<file path="src/rtl/mem_port_arbiter_pkg.sv">
// Shared types and constants for the IF/ME main-memory port arbiter.
// Optional misaligned-access checking is enabled with MEM_ALIGN_CHECK_EN.
package mem_pkg;

  typedef enum logic [1:0] {
    IDLE = 2'd0,
    BUSY = 2'd1,
    DONE = 2'd2
  } state_t;

  typedef enum logic {
    OWN_IF = 1'b0,
    OWN_ME = 1'b1
  } owner_t;

  localparam int EDIT_SERIAL_W = 65;
  localparam int ES_WE         = 64;
  localparam int ES_ADDR_LSB   = 32;
  localparam int CNT_W         = 4;
  localparam int STREAK_W      = 4;

endpackage

</file>
<file path="src/rtl/mem_port_arbiter_if.sv">
// Stage-side and memory-side signals of the main-memory port arbiter.
// The arbiter uses the slave modport; the pipeline/memory side uses master.
interface mem_port_arbiter_if;

  logic        if_req;
  logic [31:0] if_addr;
  logic [31:0] if_rdata;
  logic        if_ready;
  logic        me_req;
  logic        me_we;
  logic [31:0] me_addr;
  logic [31:0] me_wdata;
  logic [31:0] me_rdata;
  logic        me_ready;
  logic        me_err;
  logic [31:0] mem_addr;
  logic [64:0] mem_edit_serial;
  logic [31:0] mem_rdata;
  logic        stall_if;
  logic        stall_me;

  modport master (
    output if_req, if_addr, me_req, me_we, me_addr, me_wdata, mem_rdata,
    input  if_rdata, if_ready, me_rdata, me_ready, me_err,
           mem_addr, mem_edit_serial, stall_if, stall_me
  );

  modport slave (
    input  if_req, if_addr, me_req, me_we, me_addr, me_wdata, mem_rdata,
    output if_rdata, if_ready, me_rdata, me_ready, me_err,
           mem_addr, mem_edit_serial, stall_if, stall_me
  );

endinterface

</file>
<file path="src/rtl/mem_arb_pick.sv">
// Combinational IF/ME pick: ME wins unless IF has waited out MAX_DATA_STREAK
// back-to-back ME grants.
module mem_arb_pick
  import mem_pkg::*;
#(
  parameter int MAX_DATA_STREAK = 4
) (
  input  logic                if_req_i,
  input  logic                me_req_i,
  input  logic [STREAK_W-1:0] streak_i,
  output logic                grant_valid_o,
  output owner_t              grant_owner_o
);

  logic if_starved;

  assign if_starved = if_req_i && (streak_i == STREAK_W'(MAX_DATA_STREAK));

  always_comb begin
    grant_valid_o = if_req_i | me_req_i;
    grant_owner_o = OWN_IF;
    if (me_req_i && !if_starved) begin
      grant_owner_o = OWN_ME;
    end
  end

endmodule

</file>
<file path="src/rtl/mem_port_arbiter.sv">
// Single-port MainMemory sequencer shared by IF and ME: IDLE/BUSY/DONE FSM,
// starvation-guarded arbitration, registered read data and ready pulses.
// Optional macro MEM_ALIGN_CHECK_EN flags and suppresses misaligned ME accesses.
module mem_port_arbiter
  import mem_pkg::*;
#(
  parameter int MEM_LATENCY     = 1,
  parameter int MAX_DATA_STREAK = 4
) (
  input logic              Clock,
  input logic              RESET,
  mem_port_arbiter_if.slave bus
);

  state_t              state_q;
  logic [CNT_W-1:0]    cnt_q;
  logic [STREAK_W-1:0] streak_q;
  owner_t              owner_q;
  logic [29:0]         addr_q;
  logic [31:0]         wdata_q;
  logic                es_we_q;
  logic                err_q;
  logic [31:0]         if_rdata_q;
  logic [31:0]         me_rdata_q;
  logic                if_ready_q;
  logic                me_ready_q;
  logic                me_err_q;

  logic   grant_valid;
  owner_t grant_owner;
  logic   me_misaligned;
  logic   unused_addr_bits;

  mem_arb_pick #(
    .MAX_DATA_STREAK(MAX_DATA_STREAK)
  ) u_pick (
    .if_req_i     (bus.if_req),
    .me_req_i     (bus.me_req),
    .streak_i     (streak_q),
    .grant_valid_o(grant_valid),
    .grant_owner_o(grant_owner)
  );

`ifdef MEM_ALIGN_CHECK_EN
  assign me_misaligned = |bus.me_addr[1:0];
`else
  assign me_misaligned = 1'b0;
`endif

  // Byte-offset bits only matter to the optional alignment check.
  assign unused_addr_bits = ^{bus.if_addr[1:0], bus.me_addr[1:0]};

  always_ff @(posedge Clock) begin
    if (RESET) begin
      state_q    <= IDLE;
      cnt_q      <= '0;
      streak_q   <= '0;
      owner_q    <= OWN_IF;
      addr_q     <= '0;
      wdata_q    <= '0;
      es_we_q    <= 1'b0;
      err_q      <= 1'b0;
      if_rdata_q <= '0;
      me_rdata_q <= '0;
      if_ready_q <= 1'b0;
      me_ready_q <= 1'b0;
      me_err_q   <= 1'b0;
    end else begin
      case (state_q)
        IDLE: begin
          if (!bus.if_req) begin
            streak_q <= '0;
          end
          if (grant_valid) begin
            state_q <= BUSY;
            cnt_q   <= CNT_W'(MEM_LATENCY - 1);
            owner_q <= grant_owner;
            if (grant_owner == OWN_ME) begin
              addr_q  <= bus.me_addr[31:2];
              wdata_q <= bus.me_wdata;
              es_we_q <= bus.me_we & ~me_misaligned;
              err_q   <= me_misaligned;
              if (bus.if_req && (streak_q != '1)) begin
                streak_q <= streak_q + 1'b1;
              end
            end else begin
              addr_q   <= bus.if_addr[31:2];
              wdata_q  <= '0;
              es_we_q  <= 1'b0;
              err_q    <= 1'b0;
              streak_q <= '0;
            end
          end
        end
        BUSY: begin
          // The write strobe is only ever live for the first BUSY cycle.
          es_we_q <= 1'b0;
          if (cnt_q == '0) begin
            state_q <= DONE;
            if (owner_q == OWN_ME) begin
              me_rdata_q <= bus.mem_rdata;
              me_ready_q <= 1'b1;
              me_err_q   <= err_q;
            end else begin
              if_rdata_q <= bus.mem_rdata;
              if_ready_q <= 1'b1;
            end
          end else begin
            cnt_q <= cnt_q - 1'b1;
          end
        end
        DONE: begin
          state_q    <= IDLE;
          if_ready_q <= 1'b0;
          me_ready_q <= 1'b0;
          me_err_q   <= 1'b0;
        end
        default: begin
          state_q <= IDLE;
        end
      endcase
    end
  end

  always_comb begin
    bus.mem_edit_serial                          = '0;
    bus.mem_edit_serial[ES_WE]                   = es_we_q;
    bus.mem_edit_serial[ES_WE-1:ES_ADDR_LSB]     = {2'b00, addr_q};
    bus.mem_edit_serial[ES_ADDR_LSB-1:0]         = wdata_q;
  end

  assign bus.mem_addr = {2'b00, addr_q};
  assign bus.if_rdata = if_rdata_q;
  assign bus.me_rdata = me_rdata_q;
  assign bus.if_ready = if_ready_q;
  assign bus.me_ready = me_ready_q;
  assign bus.me_err   = me_err_q;
  assign bus.stall_if = bus.if_req & ~if_ready_q;
  assign bus.stall_me = bus.me_req & ~me_ready_q;

endmodule

</file>
<file path="src/flat_wrapper.sv">
// flat-port wrapper written by rule: the top's interface ports become plain ports
module mem_port_arbiter_flat import mem_pkg::*;
#(
  parameter int MEM_LATENCY     = 1,
  parameter int MAX_DATA_STREAK = 4
)
  (Clock, RESET, bus_if_req, bus_if_addr, bus_me_req, bus_me_we, bus_me_addr, bus_me_wdata, bus_mem_rdata, bus_if_rdata, bus_if_ready, bus_me_rdata, bus_me_ready, bus_me_err, bus_mem_addr, bus_mem_edit_serial, bus_stall_if, bus_stall_me);
  mem_port_arbiter_if bus_i ();
  input logic Clock;
  input logic RESET;
  input wire logic [$bits(bus_i.if_req)-1:0] bus_if_req;
  input wire logic [$bits(bus_i.if_addr)-1:0] bus_if_addr;
  input wire logic [$bits(bus_i.me_req)-1:0] bus_me_req;
  input wire logic [$bits(bus_i.me_we)-1:0] bus_me_we;
  input wire logic [$bits(bus_i.me_addr)-1:0] bus_me_addr;
  input wire logic [$bits(bus_i.me_wdata)-1:0] bus_me_wdata;
  input wire logic [$bits(bus_i.mem_rdata)-1:0] bus_mem_rdata;
  output wire logic [$bits(bus_i.if_rdata)-1:0] bus_if_rdata;
  output wire logic [$bits(bus_i.if_ready)-1:0] bus_if_ready;
  output wire logic [$bits(bus_i.me_rdata)-1:0] bus_me_rdata;
  output wire logic [$bits(bus_i.me_ready)-1:0] bus_me_ready;
  output wire logic [$bits(bus_i.me_err)-1:0] bus_me_err;
  output wire logic [$bits(bus_i.mem_addr)-1:0] bus_mem_addr;
  output wire logic [$bits(bus_i.mem_edit_serial)-1:0] bus_mem_edit_serial;
  output wire logic [$bits(bus_i.stall_if)-1:0] bus_stall_if;
  output wire logic [$bits(bus_i.stall_me)-1:0] bus_stall_me;
  assign bus_i.if_req = bus_if_req;
  assign bus_i.if_addr = bus_if_addr;
  assign bus_i.me_req = bus_me_req;
  assign bus_i.me_we = bus_me_we;
  assign bus_i.me_addr = bus_me_addr;
  assign bus_i.me_wdata = bus_me_wdata;
  assign bus_i.mem_rdata = bus_mem_rdata;
  assign bus_if_rdata = bus_i.if_rdata;
  assign bus_if_ready = bus_i.if_ready;
  assign bus_me_rdata = bus_i.me_rdata;
  assign bus_me_ready = bus_i.me_ready;
  assign bus_me_err = bus_i.me_err;
  assign bus_mem_addr = bus_i.mem_addr;
  assign bus_mem_edit_serial = bus_i.mem_edit_serial;
  assign bus_stall_if = bus_i.stall_if;
  assign bus_stall_me = bus_i.stall_me;
  mem_port_arbiter #(.MEM_LATENCY(MEM_LATENCY), .MAX_DATA_STREAK(MAX_DATA_STREAK)) u_core (.Clock(Clock), .RESET(RESET), .bus(bus_i));
endmodule
</file>
<file path="config.mk">
export PLATFORM = sky130hd
export DESIGN_NAME = mem_port_arbiter_flat
export DESIGN_NICKNAME = d
export VERILOG_FILES = /design/src/rtl/mem_port_arbiter_pkg.sv /design/src/rtl/mem_port_arbiter_if.sv /design/src/rtl/mem_arb_pick.sv /design/src/rtl/mem_port_arbiter.sv /design/src/flat_wrapper.sv
export SDC_FILE = /design/constraint.sdc
export NUM_CORES = 1
export LEC_CHECK = 0
export ABC_AREA = 1
export CORE_UTILIZATION = 41
export CTS_BUF_LIST = sky130_fd_sc_hd__clkbuf_16
export DETAILED_ROUTE_END_ITERATION = 8
export MAX_ROUTING_LAYER = met4
export PLACE_DENSITY = 0.77
export REMOVE_ABC_BUFFERS = 1
export SLEW_MARGIN = 20
export SYNTH_ARGS = -nofsm -noshare
export SYNTH_HDL_FRONTEND = slang
export SYNTH_SLANG_ARGS = --single-unit
</file>
<file path="constraint.sdc">
create_clock -name Clock -period 1.7 [get_ports Clock]
set_input_delay 0.34 -clock Clock [delete_from_list [all_inputs] [get_ports Clock]]
set_output_delay 0.34 -clock Clock [all_outputs]
set_load 0.02 [all_outputs]
</file>
# After elaboration in Yosys (flattened, before gate mapping)

Cells that the tools add are included.

Add/subtract/negate cells: 2
Eq/ne operators: 9
Mux-type cells: 25
Bitwise logic cells: 6
Reductions and logical operators: 16

Operators by type and width:

| operator                                            | count |
|---|---|
| 2-to-1 mux 32 bit                                   | 1 |
| 2-to-1 mux 30 bit                                   | 1 |
| 2-to-1 mux 4 bit                                    | 6 |
| AND reduction 3 bit                                 | 5 |
| 2-to-1 mux 1 bit                                    | 9 |
| case mux 1 bit (2 select lines)                     | 4 |
| case mux 4 bit (2 select lines)                     | 1 |
| != test 2 x 1 -> 1 bit, second input constant       | 3 |
| AND reduction 2 bit                                 | 3 |
| adder 4 x 1 -> 4 bit, second input constant         | 1 |
| equality test 4 x 3 -> 1 bit, second input constant | 1 |
| zero test 4 bit                                     | 1 |
| 2-to-1 mux 2 bit                                    | 2 |
| != test 2 bit, second input constant                | 2 |
| != test 4 bit, second input constant                | 1 |
| case mux 2 bit (2 select lines)                     | 1 |
| nonzero test 2 bit                                  | 2 |
| subtractor 4 x 1 -> 4 bit, second input constant    | 1 |
| logical AND 1 bit                                   | 3 |
| inverter 1 bit                                      | 3 |
| AND 1 bit                                           | 2 |
| equality test 2 x 1 -> 1 bit, second input constant | 1 |
| equality test 2 bit, second input constant          | 1 |
| zero test 2 bit                                     | 1 |
| other kinds (2)                                     | 2 |

Flip-flop bits (word level): 141
Input bits: 133
Output and inout port bits: 166
Word-level logic and storage cells: 70

# Depth between registers and ports, before layout

Word-level depth: 8
Mapped depth: 9
Gate-level depth less buffers: 9

# Modules after synthesis

From an unflattened synthesis, not the netlist that was laid out.

Cell total of the unflattened synthesis: 755
Area total of the unflattened synthesis: 5716.7 um^2

Modules (own cells, without submodules):

| module           | times used | cells each | area each (um^2) |
|---|---|---|---|
| mem_port_arbiter | 1          | 746        | 5679.2 |
| mem_arb_pick     | 1          | 9          | 37.5 |

# Worst setup path after synthesis

No wires, ideal clock.

Path kind: reg2reg
Start: register u_core.state_q[1]
End: register u_core.if_rdata_q[10] (netlist: u_core.bus.if_rdata[10])
Library setup time: 116 ps
Arrival: 1221 ps
Data required time: 1584 ps
Slack: 363 ps
Stages on the path, launching flop included: 10
Cell sequence: dfxtp_1 inv_1 ha_1 buf_4 nand2_1 nor2_4 inv_2 buf_2 nor2_1 nor2_1

Longest elaborated chain between the ends: 2

Ends and longest elaborated chain:

| element                       | line                    | source |
|---|---|---|
| from (decl)                   | mem_port_arbiter.sv:15  | `state_t state_q;` |
| from (signal assigned)        | mem_port_arbiter.sv:55  | `state_q <= IDLE;` |
| from (signal assigned)        | mem_port_arbiter.sv:75  | `state_q <= BUSY;` |
| from (signal assigned)        | mem_port_arbiter.sv:99  | `state_q <= DONE;` |
| equality test 2 x 1 -> 1 bit  | mem_port_arbiter.sv:69  | `case (state_q)` |
| AND reduction 3 bit (no line) | --                      |  |
| to (signal assigned)          | mem_port_arbiter.sv:105 | `if_rdata_q <= bus.mem_rdata;` |
| to (decl)                     | mem_port_arbiter.sv:23  | `logic [31:0] if_rdata_q;` |

No other way between the ends.
A chain may end at the register's enable or synchronous reset.

# Worst setup path in the final report

Start: input bus_if_req
End: output bus_stall_if

Longest elaborated chain between the ends: 1

Ends and longest elaborated chain:

| element     | line                    | source |
|---|---|---|
| from (decl) | flat_wrapper.sv:11      | `input wire logic [$bits(bus_i.if_req)-1:0] bus_if_req;` |
| AND 1 bit   | mem_port_arbiter.sv:138 | `assign bus.stall_if = bus.if_req & ~if_ready_q;` |
| to (decl)   | flat_wrapper.sv:25      | `output wire logic [$bits(bus_i.stall_if)-1:0] bus_stall_if;` |

No other way between the ends.

==> results.toml <==
[die]
rows = 45
die_height_um = 126
die_w_um = 126
coreArea_mm2 = 0.0151
initial_core_util_pct = 41.8
die_area_mm2 = 0.0159
io_pins = 299

[finish]
layout_commonest_cell = "nand2_1"
final_util_pct = 63.4
n_antenna_cell = 0
mostFrequentLayoutCells = "nand2_1 (160), nor2_1 (141), dlygate4sd2_1 (139), dfxtp_1 (139), clkdlybuf4s50_1 (126)"
drive_gt1_share_pct = 8.67
nets = 1246
area_delta_synth_final_pct = 51.9

[sta]
rsz0062_at_grt = "no"
finalSetupTns_ps = 0
setup_violations = 0
skew_ps = 11.9
hold_viol_final = 0
timing.hold.ws_ps = 418
slew_violations = 0
fin_crit_sh_pct = 94.8
fmax_ghz = 0.621
finalCriticalPeriod_ps = 1610

[global_route]
grt_overflow = 0
grt_antenna_before_repair = 0
grt_usage_pct = 24.1
grt_max_degree = 61
grt_pass1_wl_mm = 29.4
grt_pass1_vias = 5777

[setup_path]
path_class = "in2out"
worst_setup_path_start_kind = "input port"
cp.arrival_ps = 1270
r2r_cells = 8
reg2reg_from = "u_core.state_q[1]$_SDFFE_PP0P_"
path_cells = "clkdlybuf4s50_1 > inv_1 > nor2_1 > clkdlybuf4s15_1"
cpPeakStageDelay_ps = 480
rr_endpoint = "u_core.bus.me_rdata[25]$_SDFFE_PP0P_"
path_max_fanout = 2
cp_slowest_cell = "clkdlybuf4s50_1"
required_ps = 1360
endpoint_kind = "output port"
r2r_slack_ps = 150

[power]
ir_drop_mv = 0.737
seqPwrFrac_pct = 32.8
p_clk_share_pct = 27.1
p_per_area_mw_per_mm2 = 1410
combPwrFrac_pct = 40.1
p_switching_w = 0.00518
power.total_w = 0.0135
p_int_w = 0.00832
power.leakage_nw = 4.96
p_sw_share_pct = 38.4

[route]
avgViaCountPerCell = 4.81
first_pass_iters = 4
routedWlPerCell_um = 14.3
ant_nets = 0
drtIter0Drc = 402
wirelength_mm = 18.7
vias = 6289
drc = 0

[worst_hold_path]
min_path_cells = 3
hold_class = "in2reg"
min_from = "RESET"
min_to = "u_core.wdata_q[31]$_SDFFE_PP0P_"

[placement]
portBuffers = 289
place.gp.congestion = 0.814
dp_hpwl_mm = 13.0

[synth]
ys_seq_elements = 140
ys_seq_area_share_pct = 44.3
ys_types = 28
synth_area_mm2 = 0.00632
synthAdderAreaFrac_pct = 1.19
netlist_instances = 857
synth-compound-area-share_pct = 9.20
yosysWarnings = 0
synth_top_family_by_area = "simple AND/OR/NAND/NOR gates"
synth_area_per_cell_um2 = 7.38
synth-xor-area-share_pct = 0.138
synthMuxAreaShare_pct = 0
synthSimpleGateAreaFrac_pct = 31.2

[flow_run]
maxCapViolCount = 0

[clock_tree]
cts_tree = "yes"
cts_setup_buffers = 0
h-tree-depth = 4
cts_buffer_depth = 2
cts_hold_buf = 0
clkLatencyLatePin_ps = 420
clkTransAtPathRegs_ps = 60
cts.sinks = 140
cts_buffers = 17
cts-root-buf = "clkbuf_16"

[run_status]
status = "finished, final reports clean"
## synthesized netlist by cell type
library cell | instances | area (um^2)
inv_2 | 4 | 15.0
nand2_1 | 160 | 601
dfxtp_1 | 140 | 2800
nor3_1 | 2 | 10.0
a21oi_2 | 10 | 87.6
xor2_1 | 1 | 8.76
buf_1 | 3 | 11.3
buf_4 | 38 | 285
nor2_4 | 3 | 33.8
a21oi_1 | 63 | 315
inv_1 | 52 | 195
o21ai_0 | 26 | 130
o21ai_2 | 1 | 8.76
nand3_4 | 1 | 17.5
conb_1 | 1 | 3.75
nand2_4 | 2 | 22.5
nand3_1 | 125 | 626
clkbuf_4 | 1 | 7.51
inv_4 | 1 | 6.26
nor2_1 | 141 | 529
nand4_1 | 3 | 18.8
nand2_2 | 2 | 12.5
buf_2 | 22 | 110
ha_1 | 6 | 75.1
buf_6 | 18 | 203
clkbuf_1 | 13 | 48.8
nand3_2 | 10 | 100
o21ai_1 | 8 | 40.0
## worst max-delay path: cells and delay by family
family        cells  cell delay (ps)
buf+inv           3              850
simple gates      1               80
## kinds of logic after synthesis
kind of cell               Yosys count
AOI/OAI and AO/OA                  108
xor gates and xnor gates             1
adders and majority gates            6
buffers and inverters              152
DFF                                140
other                                1
and+or+nand+nor                    449
## layer usage
layer | wire (um) | up-vias | global-route usage (%)
li1 | - | 3199 | -
met1 | 8180 | 2885 | 29.7
met2 | 9440 | 183 | 39.0
met3 | 837 | 22 | 5.14
met4 | 257 | 0 | 8.15
met5 | 0 | - | -
## flip-flops by register name (all words and copies together), names as in the netlist
signal               count
u_core.es_we_q           1
u_core.bus.if_rdata     32
u_core.wdata_q          32
u_core.bus.if_ready      1
u_core.bus.me_ready      1
u_core.addr_q           30
u_core.bus.me_rdata     32
u_core.state_q           2
u_core.owner_q           1
u_core.streak_q          4
u_core.cnt_q             4
## power by group through the flow
stage               combinational (W)  clock, W  sequential, W
floorplan                     0.00203         0        0.00547
global placement              0.00586         0        0.00449
detailed placement            0.00591         0        0.00451
CTS                           0.00542   0.00372        0.00443
global route                  0.00591   0.00388        0.00451
finish                        0.00541   0.00366        0.00443
## stage by stage
stage          cells  area [um^2]  worst slack [ps]
2_1_floorplan    766         5670             -1270
3_3_place_gp    1276         9120              -402
3_5_place_dp    1276         9120              -391
4_1_cts         1307         9530             0.384
5_1_grt         1307         9610              3.57
6_report        1307         9610              89.0
## final cells by class
type                    count  area, um^2
fillers                  1399        5540
repair buffers            322        3100
flip-flops and latches    140        2800
multi-input cells         569        2660
clock buffers              17         425
well taps                 188         235
inverters                  57         219
clock inverters            14         155
## how the worst max path moves through the flow
stage | startpoint | end | slack, ps | depth (start not counted)
floorplan | u_core.state_q[0]$_SDFFE_PP0P_ | u_core.addr_q[0]$_SDFFE_PP0P_ | -1270 | 7
global placement | bus_me_req | bus_stall_me | -400 | 4
detailed placement | bus_me_req | bus_stall_me | -390 | 4
CTS | u_core.bus.me_rdata[21]$_SDFFE_PP0P_ | bus_me_rdata[21] | 0.4 | 1
global route | u_core.streak_q[1]$_SDFFE_PP0P_ | u_core.addr_q[29]$_SDFFE_PP0P_ | 4 | 10
finish | bus_if_req | bus_stall_if | 90 | 4
## timing repair
action | CTS | global route
setup endpoints to repair | 140 | 69
gates cloned | 0 | 0
gates resized for setup | 143 | 29
Note: power is estimated with default switching activity, not from simulation.
